[src/rtl/mem_reg_dma_pkg.sv]
// Shared types and default widths for the SRAM <-> register-file block-transfer engine.
package mem_reg_dma_pkg;

  localparam int unsigned ADDR_W_DEF = 11;
  localparam int unsigned DATA_W_DEF = 16;
  localparam int unsigned REG_AW_DEF = 5;
  localparam int unsigned REG_W_DEF  = 32;

  typedef enum logic [1:0] {
    MODE_FILL  = 2'd0,
    MODE_LOAD  = 2'd1,
    MODE_STORE = 2'd2,
    MODE_RSVD  = 2'd3
  } mode_e;

  typedef enum logic [1:0] {
    ST_IDLE,
    ST_RUN,
    ST_DRAIN,
    ST_DONE
  } state_e;

endpackage

[src/rtl/mem_reg_dma_ctr.sv]
// Transfer index counter with latched bases and wrapping SRAM / register address generators.
module mem_reg_dma_ctr #(
  parameter int unsigned ADDR_W = 11,
  parameter int unsigned REG_AW = 5
) (
  input  logic              clk,
  input  logic              rst_n,
  input  logic              i_load,
  input  logic              i_inc,
  input  logic [ADDR_W-1:0] i_mem_base,
  input  logic [REG_AW-1:0] i_reg_base,
  output logic [REG_AW:0]   o_idx,
  output logic [ADDR_W-1:0] o_mem_addr,
  output logic [REG_AW-1:0] o_reg_addr,
  output logic [REG_AW-1:0] o_reg_addr_prev
);

  logic [REG_AW:0]   r_idx;
  logic [ADDR_W-1:0] r_mem_base;
  logic [REG_AW-1:0] r_reg_base;

  always_ff @(posedge clk or negedge rst_n) begin
    if (!rst_n) begin
      r_idx      <= '0;
      r_mem_base <= '0;
      r_reg_base <= '0;
    end else if (i_load) begin
      r_idx      <= '0;
      r_mem_base <= i_mem_base;
      r_reg_base <= i_reg_base;
    end else if (i_inc) begin
      r_idx      <= r_idx + (REG_AW+1)'(1);
    end
  end

  // Address widths truncate the sums, giving modulo wrap for free.
  assign o_idx           = r_idx;
  assign o_mem_addr      = r_mem_base + ADDR_W'(r_idx);
  assign o_reg_addr      = r_reg_base + r_idx[REG_AW-1:0];
  assign o_reg_addr_prev = r_reg_base + r_idx[REG_AW-1:0] - REG_AW'(1);

endmodule

[src/rtl/mem_reg_dma.sv]
// Block-transfer engine: FILL / LOAD / STORE between SRAM and register file.
// Optional XOR checksum of written words when MEM_REG_DMA_CHECKSUM_EN is defined.
module mem_reg_dma
  import mem_reg_dma_pkg::*;
#(
  parameter int unsigned ADDR_W = ADDR_W_DEF,
  parameter int unsigned DATA_W = DATA_W_DEF,
  parameter int unsigned REG_AW = REG_AW_DEF,
  parameter int unsigned REG_W  = REG_W_DEF
) (
  input  logic              clk,
  input  logic              rst_n,
  input  logic              start,
  input  logic [1:0]        mode,
  input  logic [ADDR_W-1:0] mem_base,
  input  logic [REG_AW-1:0] reg_base,
  input  logic [REG_AW:0]   len,
  output logic              busy,
  output logic              done,
  output logic              err,
  output logic [ADDR_W-1:0] mem_addr,
  output logic              mem_we,
  output logic [DATA_W-1:0] mem_wdata,
  input  logic [DATA_W-1:0] mem_rdata,
  output logic [REG_AW-1:0] rf_raddr,
  input  logic [REG_W-1:0]  rf_rdata,
  output logic              rf_we,
  output logic [REG_AW-1:0] rf_waddr,
  output logic [REG_W-1:0]  rf_wdata,
  output logic [DATA_W-1:0] checksum
);

  localparam logic [REG_AW:0] LEN_MAX = {1'b1, {REG_AW{1'b0}}};
  localparam logic [REG_AW:0] LEN_ONE = (REG_AW+1)'(1);

  state_e            r_state, w_state_nx;
  mode_e             r_mode;
  logic [REG_AW:0]   r_len;
  logic [REG_AW:0]   w_len;
  logic              w_accept, w_inc, w_last;
  logic [REG_AW:0]   w_idx;
  logic [ADDR_W-1:0] w_mem_addr;
  logic [REG_AW-1:0] w_reg_addr, w_reg_addr_prev;
  logic              w_unused_rf;

  assign w_len       = (len > LEN_MAX) ? LEN_MAX : len;
  assign w_last      = (w_idx == r_len - LEN_ONE);
  assign w_unused_rf = ^rf_rdata;

  mem_reg_dma_ctr #(
    .ADDR_W (ADDR_W),
    .REG_AW (REG_AW)
  ) u_ctr (
    .clk             (clk),
    .rst_n           (rst_n),
    .i_load          (w_accept),
    .i_inc           (w_inc),
    .i_mem_base      (mem_base),
    .i_reg_base      (reg_base),
    .o_idx           (w_idx),
    .o_mem_addr      (w_mem_addr),
    .o_reg_addr      (w_reg_addr),
    .o_reg_addr_prev (w_reg_addr_prev)
  );

  always_ff @(posedge clk or negedge rst_n) begin
    if (!rst_n) begin
      r_state <= ST_IDLE;
      r_mode  <= MODE_FILL;
      r_len   <= '0;
    end else begin
      r_state <= w_state_nx;
      if (w_accept) begin
        r_mode <= mode_e'(mode);
        r_len  <= w_len;
      end
    end
  end

  // Outputs decode straight from state, so an async reset drops every strobe at once.
  always_comb begin
    w_state_nx = r_state;
    w_accept   = 1'b0;
    w_inc      = 1'b0;
    busy       = 1'b0;
    done       = 1'b0;
    err        = 1'b0;
    mem_addr   = '0;
    mem_we     = 1'b0;
    mem_wdata  = '0;
    rf_raddr   = '0;
    rf_we      = 1'b0;
    rf_waddr   = '0;
    rf_wdata   = '0;
    unique case (r_state)
      ST_IDLE: begin
        if (start) begin
          w_accept   = 1'b1;
          w_state_nx = (w_len == '0 || mode == MODE_RSVD) ? ST_DONE : ST_RUN;
        end
      end
      ST_RUN: begin
        busy  = 1'b1;
        w_inc = 1'b1;
        case (r_mode)
          MODE_FILL: begin
            mem_addr  = w_mem_addr;
            mem_we    = 1'b1;
            mem_wdata = ~(DATA_W'(w_idx));
          end
          MODE_STORE: begin
            rf_raddr  = w_reg_addr;
            mem_addr  = w_mem_addr;
            mem_we    = 1'b1;
            mem_wdata = rf_rdata[DATA_W-1:0];
          end
          MODE_LOAD: begin
            mem_addr = w_mem_addr;
            if (w_idx != '0) begin
              rf_we    = 1'b1;
              rf_waddr = w_reg_addr_prev;
              rf_wdata = REG_W'(mem_rdata);
            end
          end
          default: ;
        endcase
        if (w_last)
          w_state_nx = (r_mode == MODE_LOAD) ? ST_DRAIN : ST_DONE;
      end
      ST_DRAIN: begin
        busy       = 1'b1;
        rf_we      = 1'b1;
        rf_waddr   = w_reg_addr_prev;
        rf_wdata   = REG_W'(mem_rdata);
        w_state_nx = ST_DONE;
      end
      ST_DONE: begin
        done       = 1'b1;
        err        = (r_mode == MODE_RSVD);
        w_state_nx = ST_IDLE;
      end
      default: w_state_nx = ST_IDLE;
    endcase
  end

`ifdef MEM_REG_DMA_CHECKSUM_EN
  logic [DATA_W-1:0] r_checksum;

  always_ff @(posedge clk or negedge rst_n) begin
    if (!rst_n)
      r_checksum <= '0;
    else if (w_accept)
      r_checksum <= '0;
    else if (mem_we)
      r_checksum <= r_checksum ^ mem_wdata;
    else if (rf_we)
      r_checksum <= r_checksum ^ rf_wdata[DATA_W-1:0];
  end

  assign checksum = r_checksum;
`else
  assign checksum = '0;
`endif

endmodule

[config.mk]
export PLATFORM = sky130hd
export DESIGN_NAME = mem_reg_dma
export DESIGN_NICKNAME = d
export VERILOG_FILES = /design/src/rtl/mem_reg_dma_pkg.sv /design/src/rtl/mem_reg_dma_ctr.sv /design/src/rtl/mem_reg_dma.sv
export SDC_FILE = /design/constraint.sdc
export NUM_CORES = 1
export LEC_CHECK = 0
export CAP_MARGIN = 20
export CORE_MARGIN = 2
export CORE_UTILIZATION = 40
export CTS_CLUSTER_DIAMETER = 60
export DETAILED_ROUTE_END_ITERATION = 10
export PLACE_DENSITY = 0.87
export SYNTH_ARGS = -nofsm -noshare
export SYNTH_HDL_FRONTEND = slang
export SYNTH_HIERARCHICAL = 1
export SYNTH_SLANG_ARGS = --single-unit
[constraint.sdc]
create_clock -name clk -period 3.45 [get_ports clk]
set_clock_uncertainty 0.15 [all_clocks]
set_input_delay 0.69 -clock clk [delete_from_list [all_inputs] [get_ports clk]]
set_output_delay 0.69 -clock clk [all_outputs]
set_load 0.05 [all_outputs]
Word level (Yosys, flattened, before mapping)

Cells that the tools add are included.

Input port bits: 75
Bits in registers: 32
Output and inout port bits: 90

Eq/ne operators: 10
Add/subtract/negate cells: 5
Bitwise logic cells: 1
Mux-type cells: 31
Order comparisons: 1
Reduce and logical (&&, ||, !) cells: 10

Operators by type and width:

| kind                | number |
|---|---|
| $pmux 16 s2         | 2 |
| $mux 16             | 3 |
| $mux 11             | 2 |
| $mux 5              | 4 |
| $mux 6              | 3 |
| $not 6->16          | 1 |
| $add 11x6->11       | 1 |
| $mux 1              | 11 |
| $eq 2x2->1 const B  | 5 |
| $pmux 5 s2          | 1 |
| $pmux 2 s4          | 1 |
| $add 6x1->6 const B | 1 |
| $eq 6x6->1          | 1 |
| $gt 6x6->1 const B  | 1 |
| $logic_not 6->1     | 1 |
| $mux 2              | 3 |
| $reduce_bool 6->1   | 1 |
| $sub 6x1->6 const B | 1 |
| $add 5x5->5         | 1 |
| $sub 5x1->5 const B | 1 |
| $eq 2x1->1 const B  | 2 |
| $logic_not 2->1     | 2 |
| $ne 2x2->1 const B  | 2 |
| $reduce_or 2->1     | 2 |
| other kinds (5)     | 5 |

Depth between registers and ports, before layout

Word-level depth: 7
Gate-level depth with buffers: 8
Depth with buffers taken out: 8

By module

The synthesis kept the hierarchy.

Modules (own cells, without submodules):

| module          | times used | cells each | area each (sq um) |
|---|---|---|---|
| mem_reg_dma     | 1          | 201        | 1514.0 |
| mem_reg_dma_ctr | 1          | 154        | 1498.9 |

Worst setup path before layout

OpenSTA, ideal clock, no wires.

Path type: register to output
Start: register u_ctr.r_idx[0] (netlist: u_ctr/o_idx[0])
End: output port mem_addr[6]
Required time: 2610 ps
Path slack: 508 ps
Data arrival time: 2102 ps
Stages on the path, launching flop included: 9
Buffers on the path: 0
Cell sequence: dfrtp_1 ha_1 inv_1 fa_1 nor2b_1 o31a_1 o211ai_1 o311ai_0 and2_1

Longest elaborated chain between the ends: 3

RTL lines:

| what                   | RTL line              | text |
|---|---|---|
| from (decl)            | mem_reg_dma_ctr.sv:18 | `logic [REG_AW:0] r_idx;` |
| from (signal assigned) | mem_reg_dma_ctr.sv:32 | `r_idx <= r_idx + (REG_AW+1)'(1);` |
| $add 11x6->11          | mem_reg_dma_ctr.sv:38 | `assign o_mem_addr = r_mem_base + ADDR_W'(r_idx);` |
| net w_mem_addr[6]      | mem_reg_dma.sv:42     | `logic [ADDR_W-1:0] w_mem_addr;` |
| $mux 11                | mem_reg_dma.sv:105    | `case (r_mode)` |
| $mux 11                | mem_reg_dma.sv:95     | `unique case (r_state)` |
| to (decl)              | mem_reg_dma.sv:21     | `output logic [ADDR_W-1:0] mem_addr,` |

The timed path passes the listed nets, and every way through them passes these cells.

Worst setup path after layout

Start: register u_ctr.r_idx[0] (netlist: u_ctr/o_idx[0])
End: output port rf_waddr[4]

Longest elaborated chain between the ends: 5

RTL lines:

| what                   | RTL line              | text |
|---|---|---|
| $add 5x5->5 *          | mem_reg_dma_ctr.sv:40 | `assign o_reg_addr_prev = r_reg_base + r_idx[REG_AW-1:0] - REG_AW'(1);` |
| $sub 5x1->5 *          | mem_reg_dma_ctr.sv:40 |  |
| net w_reg_addr_prev[4] | mem_reg_dma.sv:43     | `logic [REG_AW-1:0] w_reg_addr, w_reg_addr_prev;` |
| $mux 5                 | mem_reg_dma.sv:119    | `if (w_idx != '0) begin` |
| $mux 5                 | mem_reg_dma.sv:105    |  |
| $pmux 5 s2 *           | mem_reg_dma.sv:95     |  |
| to (decl)              | mem_reg_dma.sv:28     | `output logic [REG_AW-1:0] rf_waddr,` |

Mark *: on every way through the listed nets, which the timed path passes. The rest lies on a longest branch.

==> metrics.cfg <==
[logic_synthesis]
ys_seq_elements=32
synthArstFlopShare=1.00
yosys.area_share.xor_xnor=0.0664
synth_top_family_by_area=simple AND/OR/NAND/NOR gates
synth-edff-count=0
synth_cells=355
muxShareOfSynthArea=0.0664
synthAdderAreaFrac=0.0880
synthSimpleGateAreaFrac=0.239
synthTopCellsByArea=dfrtp_1 (27%), buf_4 (8.0%), ha_1 (7.5%)
yosysWarningCount=6
syn_area_um2=3010
netlist-cell-type-count=53
synth_compound_area_frac=0.133
avgSynthCellArea_um2=8.49
synth_top_area_frac=0.266
synth_flop_cell=dfrtp_1
post-synth-top-area-cell=dfrtp_1
synth-seq-area-share=0.266

[setup_path]
reg2reg_to=r_state[1]
critPathMaxFanout=5
crit_path_end_kind=output port
worst-path-stages=9
r2r_cells=7
reg2reg_from=r_len[0]
crit_slowest_cell=fa_2
crit_family=adder cells
crit_end=rf_waddr[4]
crit_path_start_kind=register
critPathArrivalTime_ns=2.46
reg2reg_setup_slack_ns=1.23
crit_path_start=u_ctr/o_idx[0]
max_stage_delay_ns=0.57
required_ns=2.61
setup.worst_path.class=reg -> out
worst-path-buf-inv=2
worstPathCellList=ha_2 > inv_1 > fa_2 > ha_4 > nand3b_1 > mux2i_1 > xor2_1 > and2_4 > buf_12

[min_path]
hold_path.class=reg -> reg

[timing]
relSlewSlack=0.668
final_min_period_over_clock_period=0.957
tns_ns=0
maxSlewViolCount=0
fmax_mhz=303
finalSetupViolations=0
fin_ws_ns=0.148
finalCriticalPeriod_ns=3.30
worst_pin_slew_ns=0.496
rsz0062_at_grt=false
hold_viol_final=0

[cells_and_area]
drive_above_1_share=0.252
fillCellCount=606
multi_input_area_um2=1920
final_common_cell=clkdlybuf4s50_1
seqCellArea_um2=803
num_antenna_cells=0
final_cell_mix=clkdlybuf4s50_1 (61), buf_4 (46), conb_1 (32)
final_cells=576
synthToLayoutAreaGrowth_pct=47.5
nets=571

[global_route]
first_global_vias=2829
antenna_found_initial=0
grt_max_degree=33
grtUsageTotal=0.205
grt_pass1_wl_mm=13.9
gr-total-overflow=0

[drt]
wl_mm=8.50
vias=2835
via_per_inst=4.92
post_drt_wl_per_cell_um=14.8
remaining_drc_errors=0
dr.pass1.iters=4
first_iter_violations=171
ant_nets=0

[die]
fp.dieW_um=90.8
row_count=31
io_pins=165
floorplan.initialDensity=0.413
core_region_area_um2=7290
die-height_um=90.8
dieArea_um2=8240

[clock_network]
holdBufCountCts=0
cts.sinks=32
htree_num_levels=2
cts_root_buffer=clkbuf_8
cts_max_path_buffers=2
cts_tree=yes
clk_pin_slew_ns=0.07
numCtsBuffers=5
clk_latency_ns=0.29

[power]
ir_drop_v=0.000458
p_leak_nw=2.07
p_total_w=0.00500
power_density_nw_per_um2=1130

[placed_design]
pre_cts_ws_ns=0.186
io_buffers=116
dp_cells=565
dp_hpwl_mm=6.84
gp_congestion=0.848

[outcome]
outcome=finished clean

[job]
cap_violations=0

-- stage by stage --
step | cell area (um^2) | util | hold WS [ns]
3_5_place_dp | 4290 | 0.588 | 0.360
4_1_cts | 4410 | 0.604 | 0.376
6_report | 4440 | 0.609 | 0.371
3_3_place_gp | 4290 | 0.588 | 0.346
5_1_grt | 4440 | 0.609 | 0.404
2_1_floorplan | 3130 | - | 0.244
-- registers in the layout, indices dropped and copies added (netlist names) --
signal,flops
r_state,2
u_ctr/o_idx,6
u_ctr/r_reg_base,5
r_mode,2
r_len,6
u_ctr/r_mem_base,11
-- worst min-delay path by stage --
stage	from	to	slack [ns]	depth (start not counted)
6_report	u_ctr/r_mem_base[4]	u_ctr/r_mem_base[4]	0.37	1
5_1_grt	u_ctr/r_reg_base[3]	u_ctr/r_reg_base[3]	0.40	1
4_1_cts	u_ctr/r_reg_base[3]	u_ctr/r_reg_base[3]	0.38	1
3_5_place_dp	u_ctr/r_mem_base[4]	u_ctr/r_mem_base[4]	0.36	1
3_3_place_gp	u_ctr/r_reg_base[3]	u_ctr/r_reg_base[3]	0.35	1
2_1_floorplan	rst_n	r_len[0]	0.24	0
-- layout make-up --
class,instances,area share
sequential,32,0.181
timing repair buffer,128,0.307
clock buffer,5,0.0155
inverter,31,0.0262
clock inverter,3,0.00957
tap,99,0.0279
multi-input combinational,278,0.433
-- repair_timing --
| action | CTS | global route |
|---|---|---|
| endpoints found under the hold margin | 0 | 0 |
| resized for setup | 4 | 3 |
| gates cloned | 0 | 0 |
| pin swaps | 1 | 0 |
| endpoints found under the setup margin | 2 | 3 |
| buffers inserted | 0 | 3 |
-- cells by family after synthesis --
group,after synthesis
mux,18
compound gates,62
xor+xnor,22
other cells,1
fa+ha+maj,20
simple gates,124
flops,32
buf+inv,76
-- worst register-to-register path, cell delays in order (launching register included) --
cell and delay [ns]:
dfrtp_1 0.41, inv_1 0.09, ha_1 0.33, xnor2_1 0.16, a211oi_1 0.21, o211ai_1 0.19, or4b_1 0.53, nand3_1 0.09
-- synthesized netlist by cell type, types with 2 or more instances --
library cell	count
buf_6	2
a41oi_1	2
xor2_1	7
o2111ai_1	2
nand2_1	16
o311ai_0	2
fa_1	2
a211oi_1	4
xnor2_1	14
dfrtp_1	32
and2_2	2
and2_1	12
mux2i_1	2
o211ai_1	2
and3_1	8
inv_1	31
o21ai_0	14
nand3_1	7
nor3_1	9
nor2_1	25
nor3b_1	3
buf_4	32
nor2b_1	6
and2_4	19
nand2b_1	5
nand3b_1	3
buf_2	2
mux2_2	16
nand4_1	3
a21oi_1	24
clkbuf_1	8
ha_1	18
-- layer usage --
metal	GRT usage	vias up	part of all wire
li1	-	1386	-
met1	0.233	1327	0.40
met2	0.391	110	0.53
met3	0.0342	12	0.053
met4	0.0568	0	0.018
met5	0	-	0
-- power by group --
| group | switching [W] | leakage (nW) | internal (W) |
|---|---|---|---|
| clock network | 0.000149 | 0.0541 | 0.000214 |
| logic | 0.00229 | 1.62 | 0.00163 |
| registers | 0.000165 | 0.393 | 0.000550 |
| total | 0.00261 | 2.07 | 0.00240 |
(Power assumes the default switching activity.)
